--- config.mk ---
export PLATFORM = sky130hd
export DESIGN_NAME = calc_datapath
export DESIGN_NICKNAME = d
export VERILOG_FILES = /design/src/rtl/calc_datapath.sv
export SDC_FILE = /design/constraint.sdc
export NUM_CORES = 1
export LEC_CHECK = 0
export BUFFER_PORTS_ARGS = -buffer_cell sky130_fd_sc_hd__buf_2
export CELL_PAD_IN_SITES_DETAIL_PLACEMENT = 1
export CELL_PAD_IN_SITES_GLOBAL_PLACEMENT = 2
export CORE_MARGIN = 3
export CORE_UTILIZATION = 41
export DETAILED_ROUTE_END_ITERATION = 12
export MAX_ROUTING_LAYER = met4
export PLACE_DENSITY_LB_ADDON = 0.08
export RECOVER_POWER = 25
export SLEW_MARGIN = 20
export SYNTH_ARGS = -nofsm -noshare
export SYNTH_HDL_FRONTEND = slang
export SYNTH_SLANG_ARGS = --single-unit
--- constraint.sdc ---
create_clock -name clock_i -period 58.1 [get_ports clock_i]
set_input_delay 2.905 -clock clock_i [delete_from_list [all_inputs] [get_ports clock_i]]
set_output_delay 2.905 -clock clock_i [all_outputs]
set_load 0.01 [all_outputs]
--- src/rtl/calc_datapath.sv ---
// Calculator datapath: operand/opcode registers feeding a combinational ALU,
// with result, remainder and done/error registers written under sequencer control.
module calc_datapath #(
   parameter int WIDTH = 8
) (
   input  logic               clock_i,
   input  logic               reset_i,
   input  logic [WIDTH-1:0]   a_i,
   input  logic [WIDTH-1:0]   b_i,
   input  logic [3:0]         fct_i,
   input  logic               a_we_i,
   input  logic               b_we_i,
   input  logic               fct_we_i,
   input  logic               res_we_i,
   input  logic               rem_we_i,
   input  logic               done_we_i,
   input  logic               a_rst_i,
   input  logic               b_rst_i,
   input  logic               fct_rst_i,
   input  logic               res_rst_i,
   input  logic               rem_rst_i,
   input  logic               done_rst_i,
   output logic [2*WIDTH-1:0] res_o,
   output logic [WIDTH-1:0]   rem_o,
   output logic               done_o,
   output logic               err_o
);

   typedef struct packed {
      logic [2*WIDTH-1:0] res;
      logic [WIDTH-1:0]   rem;
      logic               err;
   } alu_out_t;

   logic [WIDTH-1:0]   a_q, b_q;
   logic [3:0]         fct_q;
   logic [2*WIDTH-1:0] res_q;
   logic [WIDTH-1:0]   rem_q;
   logic               done_q, err_q;

   logic [2*WIDTH-1:0] a_ext, b_ext;
   alu_out_t           alu;

   assign a_ext = {{WIDTH{1'b0}}, a_q};
   assign b_ext = {{WIDTH{1'b0}}, b_q};

   // ALU sees only registered operands, so input changes never reach outputs directly
   always_comb begin
      alu = '0;
      case (fct_q)
         4'd0: alu.res = a_ext + b_ext;
         4'd1: alu.res = a_ext - b_ext;
         4'd2: alu.res = a_ext * b_ext;
         4'd3: begin
            if (b_q == '0) begin
               alu.res = '1;
               alu.rem = a_q;
               alu.err = 1'b1;
            end else begin
               alu.res = a_ext / b_ext;
               alu.rem = a_q % b_q;
            end
         end
         4'd4: alu.res = a_ext & b_ext;
         4'd5: alu.res = a_ext | b_ext;
         4'd6: alu.res = a_ext ^ b_ext;
         4'd7: alu.res = {{WIDTH{1'b0}}, ~a_q};
         4'd8: alu.res = a_ext << b_q[2:0];
         4'd9: alu.res = a_ext >> b_q[2:0];
         default: alu.err = 1'b1;
      endcase
   end

   always_ff @(posedge clock_i) begin
      if (!reset_i) begin
         a_q    <= '0;
         b_q    <= '0;
         fct_q  <= '0;
         res_q  <= '0;
         rem_q  <= '0;
         done_q <= 1'b0;
         err_q  <= 1'b0;
      end else begin
         if (!a_rst_i)        a_q   <= '0;
         else if (a_we_i)     a_q   <= a_i;
         if (!b_rst_i)        b_q   <= '0;
         else if (b_we_i)     b_q   <= b_i;
         if (!fct_rst_i)      fct_q <= '0;
         else if (fct_we_i)   fct_q <= fct_i;
         if (!res_rst_i)      res_q <= '0;
         else if (res_we_i)   res_q <= alu.res;
         if (!rem_rst_i)      rem_q <= '0;
         else if (rem_we_i)   rem_q <= alu.rem;
         // err shares the done controls so both flags always describe the same operation
         if (!done_rst_i) begin
            done_q <= 1'b0;
            err_q  <= 1'b0;
         end else if (done_we_i) begin
            done_q <= 1'b1;
            err_q  <= alu.err;
         end
      end
   end

   assign res_o  = res_q;
   assign rem_o  = rem_q;
   assign done_o = done_q;
   assign err_o  = err_q;

endmodule
Word-level counts from Yosys, hierarchy flattened --
Index checks and enable logic that the tools add are counted.
Cells by class: shifts and indexed selects 2, bitwise logic cells 4, $add $sub $neg 2, eq/ne operators 9, reductions and logical operators 9, $mul 1, divide/modulo/power cells 2, muxes and demuxes 5
Operators by type and width (number):
- $pmux W16 S10 | 1
- $mux W24 | 1
- $div A8 B8 Y16 | 1
- $eq A4 B3 Y1 const B | 4
- $mul A8 B8 Y16 | 1
- $shl A8 B3 Y16 | 1
- $shr A8 B3 Y16 | 1
- $reduce_and A2 Y1 | 6
- $add A8 B8 Y9 | 1
- $reduce_or A9 Y1 | 1
- $sub A8 B8 Y9 | 1
- $and A8 B8 Y8 | 1
- $eq A4 B2 Y1 const B | 2
- $eq A4 B4 Y1 const B | 2
- $logic_not A8 Y1 | 1
- $mod A8 B8 Y8 | 1
- $mux W8 | 1
- $not A8 Y8 | 1
- $or A8 B8 Y8 | 1
- $xor A8 B8 Y8 | 1
- $eq A4 B1 Y1 const B | 1
- $logic_not A4 Y1 | 1
- $pmux W1 S2 | 1
- $mux W1 | 1
Storage, ports and cells: output and inout bits 26, word-level logic and storage cells 41, register bits after elaboration 46, bits of input ports 34

Depth between registers and ports, before layout --
depth after elaboration 3, depth in mapped cells 154, mapped depth without buffers 142

Worst setup path after synthesis --
OpenSTA, ideal clock, no wires.
path kind register to register, from register b_q[0], to register res_q[0], in the netlist res_o[0], arrival 29219 ps, path slack 28766 ps, clock period less this slack 29334 ps, required time 57985 ps, path buffers 13, cell stages (with the launch flop) 142, setup time 115 ps, path through dfxtp_1 -> clkbuf_1 -> inv_1 -> clkbuf_1 -> ha_1 -> o21ai_0 -> a21oi_1 -> nand2_1 -> o21ai_0 -> ha_1 -> a21oi_1 -> a2111oi_1 -> a22oi_1 -> inv_1 -> ha_1 -> a21o_1 -> o21a_1 -> o21ai_0 -> [106 not listed] -> o21ai_0 -> nor2_1 -> o211a_1 -> and2_1 -> buf_2 -> o21ai_0 -> ha_1 -> nor2b_1 -> o21ai_0 -> nand2b_1 -> a21oi_1 -> nor2b_1 -> o21ai_0 -> nand2b_1 -> a2111oi_0 -> nand4_1 -> o41a_1 -> o21a_1
Between the ends: cells in the longest elaborated chain, start to end 3, elaborated cells on any way between the ends 12, classes of those cells add/sub (2); mul (1); div (1); shift (2); mux (2); bitwise (3); reduce/logical (1)
RTL lines:
- from (decl) | line 35 | logic [WIDTH-1:0] a_q, b_q;
- from (signal assigned) | line 87 | else if (b_we_i) b_q <= b_i;
- $div A8 B8 Y16 / $logic_not A8 Y1 (equally long branches) | line 60, 55
- $mux W24 | line 55 | if (b_q == '0) begin
- $pmux W16 S10 * | line 50 | case (fct_q)
- to (signal assigned) | line 91 | else if (res_we_i) res_q <= alu.res;
- to (decl) | line 37 | logic [2*WIDTH-1:0] res_q;
Every way passes the cells marked *; elsewhere a longest branch is shown, timed or not. A chain may end at the register's enable or synchronous reset.

Final worst setup path --
from register b_q[7], to register res_q[0], in the netlist res_o[0]
Between the ends: cells in the longest elaborated chain, start to end 3, elaborated cells on any way between the ends 4, classes of those cells div (1); mux (2); reduce/logical (1)
RTL lines (line):
- $div A8 B8 Y16 / $logic_not A8 Y1 (equally long branches) | 60, 55
- $mux W24 * | 55
- $pmux W16 S10 * | 50
Marked as above.

==> impl_results.md <==
* Fillers at 3,762
* DR vias at 12,447
* Global-route usage over all layers at 27.42%
* Slew of the pin with the lowest slew margin at 1.030 ns
* Antenna fix cells at 0
* Register area share after synthesis at 7.429%
* Final HPWL DP at 33.82 mm
* Grt ovf at 0
* Syn avg cell area at 7.503 um^2
* WL/cell at 21.16 um
* Hold Path End: res_o[14]
* Clk sinks at 46
* CP Data Required Time at 58.32 ns
* Cts repair resizes at 0
* Worst Hold Margin at 0.4720 ns
* Worst Skew at 0.01385 ns
* Commonest cells in the netlist: ha_1 (197), nor2_1 (197), nand2_1 (133), a21oi_1 (132), inv_1 (111)
* First-pass iteration count of the detailed router at 5
* Hold Crit Depth at 2
* Pin count of the biggest net entering global routing at 38
* Crit share post-route at 55.57%
* R2R setup slack at 25.81 ns
* Crit path time final at 32.29 ns
* P&R area growth vs syn at 6.601%
* DIE AREA at 0.03236 mm^2
* Yosys cell types at 102
* YS warnings at 0
* Root buffer cell: clkbuf_16
* Max FO, Critical Path at 21
* Routability cong. at 0.8940
* HP Start: res_o[14]
* Drt drc at 0
* Top cell type's share of synthesized area at 19.88%
* Die width at 179.9 um
* Vias in the first global route at 13,071
* Final Max Tran Viols at 0
* Max Buffers Root-to-Sink at 2
* Setup TNS at 0 ns
* Nets at 1,942
* Worst setup EP type: flip-flop
* Max Clk Rate at 30.97 MHz
* Worst min-delay path class: flip-flop to flip-flop
* Synth top area cells: ha_1 (20%), dfxtp_1 (7.4%), fa_1 (6.3%), nor2_1 (6.0%), a21oi_1 (5.3%)
* Status: completed
* Vias per cell at 6.033
* Initial antenna violation count at 0
* Post-Syn Instances at 1,652
* DRT iter0 DRCs at 569
* H-tree levels at 2
* Worst skew pair latency at 0.32 ns
* Reg2reg end: res_o[0]
* Post-Syn Area at 0.01240 mm^2
* Post-synth EDFFs at 0
* DRT Wirelength at 43.66 mm
* I/O pin count at 60
* Reg2Reg Depth at 129
* Global-route wire length before repair at 70.63 mm
* Core Box Area at 0.02972 mm^2
* Post-CTS Setup Bufs at 0
* Clock-pin slew on the worst setup and hold paths at 0.08 ns
* Highest-delay cell along the critical path: o32ai_2
* CTS tree: built
* Share of cells above drive strength 1 at 10.10%
* Max-cap violation count at 0
* Worst endpoint data arrival time at 32.51 ns
* Rel. slew slack at 30.69%
* Row cnt at 63
* RSZ-0062 raised after global routing: no
* Chip height at 179.9 um
* Initial Util at 41.71%
* Final antenna-violating net count at 0
* Final hold vios at 0
* Worst R2R Start: b_q[7]
* Synth area leader: ha_1
* Kind of critical path: flip-flop to flip-flop
* Async set-reset flop share out of synthesis at 0%
* # port buffers at 59
* Worst path max stage delay at 0.86 ns
* Ys flop type: dfxtp_1
* Most frequent CP cell: o21a_1
* Crit path launch type: flip-flop
* Number of synthesized register bits at 46
* Num CTS Buffers at 5
* Hold_buf cts at 0
* Setup violations, final at 0
layout by cell type, fill, tap and decap left out, drive strengths merged, types with 11 or more instances in the layout:
master / synthesis / layout
buf: 14 / 80
dfxtp: 46 / 46
a21o: 16 / 16
a21oi: 132 / 132
ha: 197 / 197
or2: 13 / 13
nand3: 23 / 23
or3: 16 / 16
fa: 39 / 39
nor3: 65 / 65
mux2: 25 / 25
o211ai: 29 / 29
mux2i: 46 / 46
nor2b: 23 / 23
a211oi: 15 / 15
inv: 111 / 111
o21bai: 17 / 17
o31ai: 28 / 28
xor2: 23 / 23
nand2b: 29 / 29
o21a: 60 / 60
a31oi: 11 / 11
o21ai: 80 / 80
xnor2: 41 / 41
nand2: 134 / 134
nor2: 199 / 199
layout make-up:
| cell class | count | area [um^2] | area share (%) |
|---|---|---|---|
| Multi-Input combinational cell | 1426 | 10780 | 81.56 |
| Sequential cell | 46 | 920.9 | 6.969 |
| Tap cell | 390 | 488.0 | 3.693 |
| Clock buffer | 7 | 142.6 | 1.079 |
| Inverter | 112 | 420.4 | 3.182 |
| Timing Repair Buffer | 81 | 459.2 | 3.475 |
| Clock inverter | 1 | 5.005 | 0.03788 |
worst max path at each step:
stage | start | to | cells past startpoint
5_1_grt | b_q[7] | res_o[0] | 131
3_5_place_dp | b_q[7] | res_o[0] | 129
6_report | b_q[7] | res_o[0] | 129
4_1_cts | b_q[7] | res_o[0] | 129
2_1_floorplan | b_q[0] | res_o[0] | 141
3_3_place_gp | b_q[7] | res_o[0] | 126
registers in the layout, indices dropped and copies added (netlist names):
signal  count
rem_o       8
res_o      16
err_o       1
a_q         8
fct_q       4
done_o      1
b_q         8
routing by layer:
metal  global-route usage (%)  vias to the layer above  share of wire (%)
li1                         -                     6031                  -
met1                    34.26                     6098                 45
met2                    47.22                      258                 49
met3                    2.711                       60                3.9
met4                    7.735                        0                2.5
met5                        -                        -                  0
per-stage QoR:
stage | instances | util, % | setup slack (ns) | cell area (um^2)
floorplan | 1659 | - | 28.77 | 12420
global placement | 2055 | 43.96 | 27.25 | 13060
detailed placement | 2055 | 43.96 | 26.12 | 13060
CTS | 2063 | 44.46 | 26.03 | 13210
global route | 2063 | 44.47 | 22.34 | 13210
finish | 2063 | 44.47 | 25.81 | 13210
worst max-delay path, delay by kind of cell (launching register included):
| kind | cells | cell delay, ns |
|---|---|---|
| compound gates | 72 | 18.45 |
| simple gates | 36 | 7.63 |
| fa+ha+maj | 14 | 4.19 |
| mux | 3 | 0.90 |
| flops | 1 | 0.62 |
| buf+inv | 4 | 0.35 |
cells by family after synthesis:
family | count (synthesis) | share of synthesized area (%)
adder cells (fa/ha/maj) | 237 | 26.26
AND/OR/NAND/NOR | 553 | 21.36
other | 1 | 0.03025
multiplexers | 80 | 7.752
buffers and inverters | 187 | 5.925
flip-flops | 46 | 7.429
XOR/XNOR | 64 | 4.583
AO/OA/AOI/OAI | 484 | 26.66
Power is left out: the tool's default activity adds up to more than one toggle a clock period on the data nets, which glitch-free logic cannot reach.
